## config.mk

```make
export PLATFORM = sky130hd
export DESIGN_NAME = addsub_pipe
export DESIGN_NICKNAME = d
export VERILOG_FILES = /design/src/rtl/addsub_pipe_pkg.sv /design/src/rtl/addsub_pipe_slice.sv /design/src/rtl/addsub_pipe.sv
export SDC_FILE = /design/constraint.sdc
export NUM_CORES = 1
export LEC_CHECK = 0
export CAP_MARGIN = 20
export CORE_MARGIN = 2
export CORE_UTILIZATION = 40
export DETAILED_ROUTE_END_ITERATION = 6
export PLACE_DENSITY = 0.77
export RECOVER_POWER = 100
export SYNTH_ARGS = -nofsm -noshare
export SYNTH_HDL_FRONTEND = slang
export SYNTH_SLANG_ARGS = --single-unit
```

## constraint.sdc

```tcl
create_clock -name clk -period 5 [get_ports clk]
set_clock_uncertainty 0.1 [all_clocks]
set_input_delay 0.5 -clock clk [delete_from_list [all_inputs] [get_ports clk]]
set_output_delay 0.5 -clock clk [all_outputs]
set_load 0.02 [all_outputs]
```

## src/rtl/addsub_pipe_pkg.sv

```systemverilog
// Shared definitions for the pipelined adder/subtractor: op encodings,
// status flag bit order {N,Z,C,V} and small decode helpers.
package addsub_pipe_pkg;

   typedef enum logic [1:0] {
      OP_ADD = 2'b00,
      OP_SUB = 2'b01,
      OP_ADC = 2'b10,
      OP_SBC = 2'b11
   } op_e;

   localparam int NUM_FLAGS = 4;
   localparam int FLAG_N    = 3;
   localparam int FLAG_Z    = 2;
   localparam int FLAG_C    = 1;
   localparam int FLAG_V    = 0;

   typedef logic [NUM_FLAGS-1:0] flags_t;

   // Subtracting forms add the one's complement of b.
   function automatic logic op_inverts_b(input op_e op_v);
      return (op_v == OP_SUB) || (op_v == OP_SBC);
   endfunction

   function automatic logic op_carry_in(input op_e op_v, input logic cin_v);
      logic c;
      case (op_v)
         OP_ADD:  c = 1'b0;
         OP_SUB:  c = 1'b1;
         default: c = cin_v;
      endcase
      return c;
   endfunction

   function automatic flags_t pack_flags(input logic n, input logic z,
                                         input logic c, input logic v);
      flags_t f;
      f         = '0;
      f[FLAG_N] = n;
      f[FLAG_Z] = z;
      f[FLAG_C] = c;
      f[FLAG_V] = v;
      return f;
   endfunction

endpackage

```

## src/rtl/addsub_pipe_slice.sv

```systemverilog
// CHUNK-bit ripple-carry adder slice built from per-bit full-add equations.
module addsub_slice #(
   parameter int CHUNK = 4
) (
   input  logic             ci,
   input  logic [CHUNK-1:0] a,
   input  logic [CHUNK-1:0] b,
   output logic [CHUNK-1:0] s,
   output logic             co
);

   logic [CHUNK:0] c;

   assign c[0] = ci;

   for (genvar gi = 0; gi < CHUNK; gi++) begin : g_bit
      assign s[gi]   = a[gi] ^ b[gi] ^ c[gi];
      assign c[gi+1] = (a[gi] & b[gi]) | (c[gi] & (a[gi] ^ b[gi]));
   end

   assign co = c[CHUNK];

endmodule

```

## src/rtl/addsub_pipe.sv

```systemverilog
// Pipelined two's-complement add/sub: one CHUNK-bit slice resolved per stage,
// carry registered between stages, NZCV flags registered with the result.
module addsub_pipe
   import addsub_pipe_pkg::*;
#(
   parameter int WIDTH = 8,
   parameter int CHUNK = 4
) (
   input  logic             clk,
   input  logic             rst,
   input  logic             in_valid,
   output logic             in_ready,
   input  logic [WIDTH-1:0] a,
   input  logic [WIDTH-1:0] b,
   input  logic [1:0]       op,
   input  logic             cin,
   output logic             out_valid,
   input  logic             out_ready,
   output logic [WIDTH-1:0] result,
   output logic             flag_n,
   output logic             flag_z,
   output logic             flag_c,
   output logic             flag_v
);

   localparam int STAGES = WIDTH / CHUNK;
   localparam int LAST   = STAGES - 1;
   localparam int NREG   = (STAGES > 1) ? STAGES - 1 : 1;

   if ((CHUNK < 1) || (WIDTH % CHUNK != 0)) begin : g_bad_params
      $error("addsub_pipe: WIDTH must be a positive multiple of CHUNK");
   end

   op_e              op_sel;
   logic [WIDTH-1:0] b_eff;
   logic             carry0;
   logic             adv;

   assign op_sel = op_e'(op);
   assign b_eff  = op_inverts_b(op_sel) ? ~b : b;
   assign carry0 = op_carry_in(op_sel, cin);

   // Per-stage combinational view. Operand vectors are kept right-aligned so
   // the slice a stage consumes is always bits [CHUNK-1:0].
   logic [WIDTH-1:0] src_a    [STAGES];
   logic [WIDTH-1:0] src_b    [STAGES];
   logic [WIDTH-1:0] part_in  [STAGES];
   logic [WIDTH-1:0] part_out [STAGES];
   logic             src_ci   [STAGES];
   logic             src_vld  [STAGES];
   logic [CHUNK-1:0] sl_s     [STAGES];
   logic             sl_co    [STAGES];

   // Inter-stage registers (between stage k and k+1).
   logic [WIDTH-1:0] a_d    [NREG];
   logic [WIDTH-1:0] a_q    [NREG];
   logic [WIDTH-1:0] b_d    [NREG];
   logic [WIDTH-1:0] b_q    [NREG];
   logic [WIDTH-1:0] part_d [NREG];
   logic [WIDTH-1:0] part_q [NREG];
   logic             cy_d   [NREG];
   logic             cy_q   [NREG];
   logic             vld_d  [NREG];
   logic             vld_q  [NREG];

   for (genvar gi = 0; gi < STAGES; gi++) begin : g_stage
      if (gi == 0) begin : g_src_in
         assign src_a[gi]   = a;
         assign src_b[gi]   = b_eff;
         assign src_ci[gi]  = carry0;
         assign src_vld[gi] = in_valid;
         assign part_in[gi] = '0;
      end else begin : g_src_reg
         assign src_a[gi]   = a_q[gi-1];
         assign src_b[gi]   = b_q[gi-1];
         assign src_ci[gi]  = cy_q[gi-1];
         assign src_vld[gi] = vld_q[gi-1];
         assign part_in[gi] = part_q[gi-1];
      end

      addsub_slice #(
         .CHUNK (CHUNK)
      ) u_slice (
         .ci (src_ci[gi]),
         .a  (src_a[gi][CHUNK-1:0]),
         .b  (src_b[gi][CHUNK-1:0]),
         .s  (sl_s[gi]),
         .co (sl_co[gi])
      );

      // Slice gi of the partial result is still zero here, so OR inserts it.
      assign part_out[gi] = part_in[gi] | (WIDTH'(sl_s[gi]) << (gi * CHUNK));

      if (gi < LAST) begin : g_next
         assign a_d[gi]    = src_a[gi] >> CHUNK;
         assign b_d[gi]    = src_b[gi] >> CHUNK;
         assign part_d[gi] = part_out[gi];
         assign cy_d[gi]   = sl_co[gi];
         assign vld_d[gi]  = src_vld[gi];
      end
   end

   if (STAGES == 1) begin : g_single
      assign a_d[0]    = '0;
      assign b_d[0]    = '0;
      assign part_d[0] = '0;
      assign cy_d[0]   = 1'b0;
      assign vld_d[0]  = 1'b0;
   end

   // Output stage: after the last slice the sign bits sit at CHUNK-1.
   logic [WIDTH-1:0] result_d, result_q;
   flags_t           flags_d, flags_q;
   logic             out_valid_d, out_valid_q;
   logic             a_msb, b_msb;

   assign result_d    = part_out[LAST];
   assign out_valid_d = src_vld[LAST];
   assign a_msb       = src_a[LAST][CHUNK-1];
   assign b_msb       = src_b[LAST][CHUNK-1];
   assign flags_d     = pack_flags(result_d[WIDTH-1],
                                   result_d == '0,
                                   sl_co[LAST],
                                   (a_msb == b_msb) && (result_d[WIDTH-1] != a_msb));

   assign adv      = !out_valid_q || out_ready;
   assign in_ready = adv;

   always_ff @(posedge clk) begin
      if (rst) begin
         out_valid_q <= 1'b0;
         result_q    <= '0;
         flags_q     <= '0;
         for (int i = 0; i < NREG; i++) begin
            vld_q[i] <= 1'b0;
         end
      end else if (adv) begin
         out_valid_q <= out_valid_d;
         result_q    <= result_d;
         flags_q     <= flags_d;
         for (int i = 0; i < NREG; i++) begin
            vld_q[i]  <= vld_d[i];
            cy_q[i]   <= cy_d[i];
            a_q[i]    <= a_d[i];
            b_q[i]    <= b_d[i];
            part_q[i] <= part_d[i];
         end
      end
   end

   assign out_valid = out_valid_q;
   assign result    = result_q;
   assign flag_n    = flags_q[FLAG_N];
   assign flag_z    = flags_q[FLAG_Z];
   assign flag_c    = flags_q[FLAG_C];
   assign flag_v    = flags_q[FLAG_V];

endmodule

```

After elaboration in Yosys (flattened, before gate mapping)
Memory sizes are Yosys's and may differ from the RTL's. A register that Yosys moved wholly into a read port is not among the register bits. Cells that the tools add are included.

Bits in latches: 0. ROM bits: 0. Bits in writable memories: 14. Memories kept: 5. Output and inout port bits: 14. Bits in registers: 12.

Shift-type cells: 0. Bitwise operators: 42. Order comparisons: 0. Multiplexer cells: 9. Reductions and logical operators: 7. Multiply operators: 0. Eq/ne operators: 4. Add/sub/neg operators: 0. Divide/modulo/power cells: 0.

Memories: a_q (depth 1, width 4, rd ports 1, clocked after memory_dff 0, write ports 1, RTL line addsub_pipe.sv:56) `logic [WIDTH-1:0] a_q [NREG];`; b_q (depth 1, width 4, rd ports 1, clocked after memory_dff 0, write ports 1, RTL line addsub_pipe.sv:58) `logic [WIDTH-1:0] b_q [NREG];`; part_q (depth 1, width 4, rd ports 1, clocked after memory_dff 0, write ports 1, RTL line addsub_pipe.sv:60) `logic [WIDTH-1:0] part_q [NREG];`; cy_q (depth 1, width 1, rd ports 1, clocked after memory_dff 0, write ports 1, RTL line addsub_pipe.sv:62) `logic cy_q [NREG];`; vld_q (depth 1, width 1, rd ports 1, clocked after memory_dff 1, write ports 1, RTL line addsub_pipe.sv:64) `logic vld_q [NREG];`.

Operators by type and width (number): 1-bit AND (16); 1-bit bitwise XOR (16); 8-bit zero test (1); 8-bit two-way mux (1); 8-bit NOT (1); 1-bit OR (8); 8-bit OR (1); 1-bit two-way mux (7); 2-bit by 1-bit equality test with 1-bit output (second input constant) (1); 2-bit equality test (second input constant) (1); 2-bit zero test (1); 1-bit logical OR (2); 1-bit case mux with 2 select lines (1); 1-bit equality test (1); 1-bit logical AND (1); 1-bit zero test (1); 1-bit != test (1); 1-bit OR reduction (1).

Logic depth before layout (Yosys ltp)
Gate-level depths: netlist of run 1.

Word-level depth: 12. Gate-level depth with buffers: 10. Gate-level depth less buffers: 10.

By module
A second synthesis of run 1 with hierarchy kept.

Cells, all modules: 111. Area total of the unflattened synthesis: 1218.7 µm².

Modules (own cells, without submodules): addsub_pipe (times used 1, seq. area each 660.6 µm², cells each 83, area an instance 983.4 µm²); addsub_slice (times used 2, seq. area each 0.0 µm², cells each 14, area an instance 117.6 µm²).

Worst setup path before layout of run 1
No wires, ideal clock.

Path type: in2reg. From: input port op[0]. To: memory part_q[0][3] (netlist name) (data pin). Data arrival time: 2342 ps. Slack: 2289 ps. Setup time: 269 ps. Cell stages on the path: 8. Cell sequence: buf_2 > mux2_2 > fa_1 > fa_1 > inv_1 > fa_1 > inv_1 > fa_1.

Cells in the longest elaborated chain, start to end: 11.

Ends and longest elaborated chain: start: declaration (RTL line addsub_pipe.sv:15) `input logic [1:0] op,`; 2-bit by 1-bit equality test with 1-bit output / 2-bit equality test (equally long branches) (RTL line addsub_pipe_pkg.sv:22, addsub_pipe_pkg.sv:27); 1-bit logical OR (RTL line addsub_pipe_pkg.sv:22) `return (op_v == OP_SUB) || (op_v == OP_SBC);`; 8-bit two-way mux (RTL line addsub_pipe.sv:40) `assign b_eff = op_inverts_b(op_sel) ? ~b : b;`; 1-bit bitwise XOR (RTL line addsub_pipe_slice.sv:18) `assign c[gi+1] = (a[gi] & b[gi]) | (c[gi] & (a[gi] ^ b[gi]));`; 1-bit AND (RTL line addsub_pipe_slice.sv:18); 1-bit OR (RTL line addsub_pipe_slice.sv:18); 1-bit AND (RTL line addsub_pipe_slice.sv:18); 1-bit OR (RTL line addsub_pipe_slice.sv:18); 1-bit AND (RTL line addsub_pipe_slice.sv:18); 1-bit OR (RTL line addsub_pipe_slice.sv:18); 1-bit bitwise XOR (*) (RTL line addsub_pipe_slice.sv:17) `assign s[gi] = a[gi] ^ b[gi] ^ c[gi];`; named net g_stage[0].u_slice.s[3] (RTL line addsub_pipe_slice.sv:8) `output logic [CHUNK-1:0] s,`; end: declaration (RTL line addsub_pipe.sv:60).

Mark *: on every way through the listed nets, which the timed path passes. The rest lies on a longest branch.

Worst setup path after layout of run 1
From: input port out_ready. To: output port in_ready.

Cells in the longest elaborated chain, start to end: 1.

Ends and longest elaborated chain: start: declaration (RTL line addsub_pipe.sv:18) `input logic out_ready,`; 1-bit logical OR (RTL line addsub_pipe.sv:126) `assign adv = !out_valid_q || out_ready;`; end: declaration (RTL line addsub_pipe.sv:12) `output logic in_ready,`.

No other way between the ends.

==> results_dict.tcl, run 1 <==
set metrics [dict create \
    synth.avg_cell_area_sq_um 12.15 \
    hold_class "reg2reg" \
    insertion_delay_ps 310 \
    grt_max_degree 15 \
    first_iter_violations 47 \
    fin_crit_sh_pct 69.15 \
    dp_hpwl_um 1655 \
    dr.pass1.iters 4 \
    grt_overflow 0 \
    synthesis.nets 132 \
    h-tree-depth 1 \
    leakagePower_nw 0.6531 \
    drive_above_1_share_pct 4.412 \
    num_antenna_cells 0 \
    final_cell_count_no_fill 167 \
    dp_cells 162 \
    initial_utilization_pct 42.95 \
    post_cts_resized 0 \
    portBuffers 36 \
    fin_crit_ps 3457 \
    grt_pass1_vias 820 \
    clk_pin_slew_worst_paths_ps 130 \
    n_fill_cell 267 \
    peakVddDrop_uv 109.4 \
    grt.total_usage_pct 13.37 \
    max-slew-margin-rel_pct 47.12 \
    postCtsSetupRepairBufs 0 \
    crit_required_ps 4400 \
    num_rows 19 \
    p_per_area_nw_per_um2 293.1 \
    status "finished, final reports clean" \
    root_buffer "clkbuf_4" \
    setup_viol 0 \
    fin_nets 169 \
    syn_inst 100 \
    seq_area_sq_um 660.6 \
    antenna_found_initial 0 \
    gp_congestion 0.7479 \
    max-cap-violations 0 \
    core_area_sq_um 2829 \
    start_kind "input port" \
    fin_ws_ps 1543 \
    synthToLayoutAreaGrowth_pct 30.69 \
    final_cell_mix "dlygate4sd3_1 (21), clkdlybuf4s50_1 (15), nand2_1 (14), edfxtp_1 (14)" \
    cts_buffers 3 \
    cts_tree "yes" \
    numClockSinks 26 \
    path_common_cell "dlygate4sd3_1" \
    synthDistinctLibCells 24 \
    rsz0062_at_grt "no" \
    hold_violations 0 \
    pre_cts_slack_ps 1616 \
    yosysWarnings 0 \
    endpoint_kind "output port" \
    grt_pass1_wl_um 3429 \
    die-area_sq_um 3494 \
    setup_tns_ps 0 \
    drv_slew 0 \
    die_w_um 59.11 \
    slowest_delay_ps 770 \
    critical_path_arrival_ps 2860 \
    drc_errors 0 \
    wire_per_inst_um 12.08 \
    critPathSlowestCell "dlygate4sd3_1" \
    via_per_inst 4.713 \
    cp_max_fo 14 \
    crit_type "in2out" \
    vias 787 \
    ys_seq_area_share_pct 54.38 \
    clock_path_buffers 2 \
    postRouteWirelength_um 2017 \
    die_y_um 59.11 \
    worst_pin_slew_ps 791.5 \
    cp_cell_sequence "dlygate4sd3_1 -> nor2b_1 -> inv_1 -> dlygate4sd3_1" \
    multi_input_area_sq_um 452.9 \
    postCtsHoldBufs 0 \
    synthesis.area_sq_um 1215 \
    ant_nets 0 \
    ys_ff_latch 26 \
    layout_commonest_cell "dlygate4sd3_1" \
    fmax_mhz 289.2 \
    ioPinCount 37 \
]
power breakdown:
part / leakage [nW] / total [mW] / switching [mW] / internal (mW)
sequential: 0.237 / 0.264 / 0.0116 / 0.253
combinational: 0.401 / 0.114 / 0.0573 / 0.0563
clock: 0.0150 / 0.0874 / 0.0562 / 0.0311
logic make-up after synthesis:
kind of cell / count (synthesis) / share of synthesized area, %
DFF: 26 / 54.38
muxes: 1 / 0.9268
adders and majority gates: 9 / 14.21
and+or+nand+nor: 27 / 10.81
buffers and inverters: 17 / 6.488
xor gates and xnor gates: 9 / 6.489
AOI/OAI and AO/OA: 11 / 6.694
cell type report:
cell class | count | area share (%)
sequential | 26 | 41.61
tap | 31 | 2.443
inverter | 12 | 2.837
timing repair buffer | 37 | 22.93
multi-input combinational | 57 | 28.53
clock buffer | 4 | 1.655
metrics by stage:
stage | hold WS, ps | power (mW) | area [sq um] | util, %
final | 357.4 | 0.4653 | 1588 | 56.13
after CTS | 363.1 | 0.4807 | 1607 | 56.79
after floorplan | 332.9 | 0.3376 | 1215 | -
after global routing | 388.6 | 0.4961 | 1588 | 56.13
after detailed placement | 345.5 | 0.3949 | 1580 | 55.86
after global placement | 339.2 | 0.3873 | 1580 | 55.86
worst paths after layout:
check | slack [ps] | end | cells past startpoint | from
min | 360 | result[6]$_SDFFE_PP0N_ | 2 | result[6]$_SDFFE_PP0N_
min reg2reg | 360 | result[6]$_SDFFE_PP0N_ | 2 | result[6]$_SDFFE_PP0N_
max | 1540 | in_ready | 4 | out_ready
max reg2reg | 2210 | flags_q[0]$_SDFFE_PP0N_ | 10 | cy_q[0]$_DFFE_PP_
flip-flops by register name (all words and copies together), names as in the netlist:
register   cells
result         8
a_q            4
b_q            4
part_q         4
flags_q        3
cy_q           1
out_valid      1
vld_q          1
layer usage:
metal | track usage [%] | vias up | share of wire (%)
li1 | - | 391 | -
met1 | 14.08 | 362 | 39
met2 | 25.87 | 30 | 54
met3 | 1.310 | 4 | 4.7
met4 | 6.818 | 0 | 2.3
met5 | 0 | - | 0
critical path, delay by kind of cell:
family / cells / cell delay, ps
buf+inv: 3 / 1730
simple gates: 1 / 630
synth_stat cells:
library cell,n,area share (%)
mux2_2,1,0.93
ha_1,1,1.0
dfxtp_1,12,20
inv_1,11,3.4
nor2b_4,1,1.1
and2_1,1,0.52
nor2_1,6,1.9
and4bb_2,1,1.0
edfxtp_1,14,35
xnor2_1,1,0.72
nand2_1,14,4.3
inv_2,1,0.31
nand2b_1,1,0.52
a211oi_2,3,3.1
fa_1,8,13
a21oi_2,1,0.72
nor4_1,1,0.52
buf_2,3,1.2
nand3_1,1,0.41
or3_1,1,0.52
xor2_1,8,5.8
buf_6,1,0.93
buf_4,1,0.62
a21oi_1,7,2.9
Power figures use the tool's default switching activity.
==> inputs of run 2 (changes only) <==
==> constraint.sdc (replaced) <==
create_clock -name clk -period 3.6 [get_ports clk]
set_clock_uncertainty 0.1 [all_clocks]
set_input_delay 0.36 -clock clk [delete_from_list [all_inputs] [get_ports clk]]
set_output_delay 0.36 -clock clk [all_outputs]
set_load 0.02 [all_outputs]
==> results_dict.tcl, run 2 (same netlist as run 1, synthesis figures left out) <==
set metrics [dict create \
    status "finished, final reports clean" \
    die_y_um 59.11 \
    core_area_sq_um 2829 \
    r2r_start "cy_q[0]$_DFFE_PP_" \
    ioPinCount 37 \
    postRouteWirelength_um 1979 \
    drv_slew 0 \
    die-area_sq_um 3494 \
    grt_pass1_wl_um 3318 \
    numClockSinks 26 \
    antenna_found_initial 0 \
    insertion_delay_ps 320 \
    dp_hpwl_um 1657 \
    setup_viol 0 \
    grt_pass1_vias 804 \
    cts_buffers 3 \
    cts_tree "yes" \
    grt_max_degree 16 \
    p_per_area_nw_per_um2 429.0 \
    min_from "result[4]$_SDFFE_PP0N_" \
    hold_class "reg2reg" \
    worst_pin_slew_ps 799.8 \
    vias 806 \
    synthToLayoutAreaGrowth_pct 33.57 \
    root_buffer "clkbuf_4" \
    min_to "result[4]$_SDFFE_PP0N_" \
    via_per_inst 4.798 \
    num_rows 19 \
    largest_reg_flops 8 \
    first_iter_violations 26 \
    crit_type "in2out" \
    post_cts_resized 0 \
    ant_nets 0 \
    max-cap-violations 0 \
    finalPower_uw 696.2 \
    setup_tns_ps 0 \
    start_kind "input port" \
    critical_path_arrival_ps 2600 \
    fin_crit_sh_pct 84.95 \
    wire_per_inst_um 11.78 \
    final_cell_count_no_fill 168 \
    fin_nets 170 \
    gp_congestion 0.7439 \
    postCtsSetupRepairBufs 0 \
    initial_utilization_pct 42.95 \
    fin_crit_ps 3058 \
    clock_path_buffers 2 \
    peakVddDrop_uv 255.8 \
    dp_cells 164 \
    postCtsHoldBufs 0 \
    layout_commonest_cell "dlygate4sd3_1" \
    fmax_mhz 327.0 \
    clk_pin_slew_worst_paths_ps 140 \
    num_antenna_cells 0 \
    final_cell_mix "dlygate4sd3_1 (20), clkdlybuf4s50_1 (16), nand2_1 (14), edfxtp_1 (14)" \
    r2r-end "flags_q[0]$_SDFFE_PP0N_" \
    hold_violations 0 \
    portBuffers 36 \
    dr.pass1.iters 4 \
    drc_errors 0 \
    leakagePower_nw 0.6702 \
    h-tree-depth 1 \
    max-slew-margin-rel_pct 46.57 \
    hold_depth 2 \
    rrSetupSlack_ps 810 \
    grt.total_usage_pct 13.10 \
    cp_max_fo 14 \
    rsz0062_at_grt "no" \
    crit_required_ps 3140 \
    die_w_um 59.11 \
    ff2ff_path_depth 10 \
    endpoint_kind "output port" \
    grt_overflow 0 \
    drive_above_1_share_pct 6.569 \
]
-- run 2: cell count changes in the layout (fill, tap and decap cells not counted), sizes merged --
cell	previous run	this run
clkbuf	5	6
dlygate4sd3	21	20
clkdlybuf4s50	15	16
-- run 2: layout make-up --
cell class,count,area [sq um]
Multi-Input combinational cell,57,462.9
Fill cell,263,1206
Clock buffer,4,47.55
Sequential cell,26,660.6
Inverter,12,45.04
Timing Repair Buffer,38,367.9
Tap cell,31,38.79
-- run 2: metrics by stage --
stage	util, %	area [sq um]	setup WS [ps]	hold WS, ps
after CTS	58.07	1643	765.8	369.9
after floorplan	-	1215	943.0	324.6
after detailed placement	56.39	1595	554.6	350.6
after global placement	56.39	1595	659.0	339.5
final	57.36	1623	541.7	365.5
after global routing	57.36	1623	380.0	398.6
-- run 2: report_power, final --
part	switching [mW]	internal, mW	total (mW)
clock	0.0838	0.0849	0.169
combinational	0.0804	0.0806	0.161
sequential	0.0156	0.351	0.367
total	0.180	0.516	0.696
-- run 2: layer usage --
layer,vias to the layer above,track usage (%),wire (um)
met3,2,3.275,141
met1,371,14.81,792
met2,40,23.65,1018
met4,0,4.870,27
met5,-,0,0
li1,393,-,-
-- run 2: how the worst max path moves through the flow --
stage	start	endpoint	slack, ps
floorplan	cy_q[0]$_DFFE_PP_	flags_q[0]$_SDFFE_PP0N_	940
finish	out_ready	in_ready	540
detailed placement	op[1]	part_q[0][3]$_DFFE_PP_	550
global route	out_ready	in_ready	380
global placement	op[1]	part_q[0][3]$_DFFE_PP_	660
CTS	cy_q[0]$_DFFE_PP_	flags_q[0]$_SDFFE_PP0N_	770
-- run 2: critical path: stages --
cell             delay [ps]
dlygate4sd3_1           540
nor2b_1                 630
inv_1                   420
clkdlybuf4s50_1         640
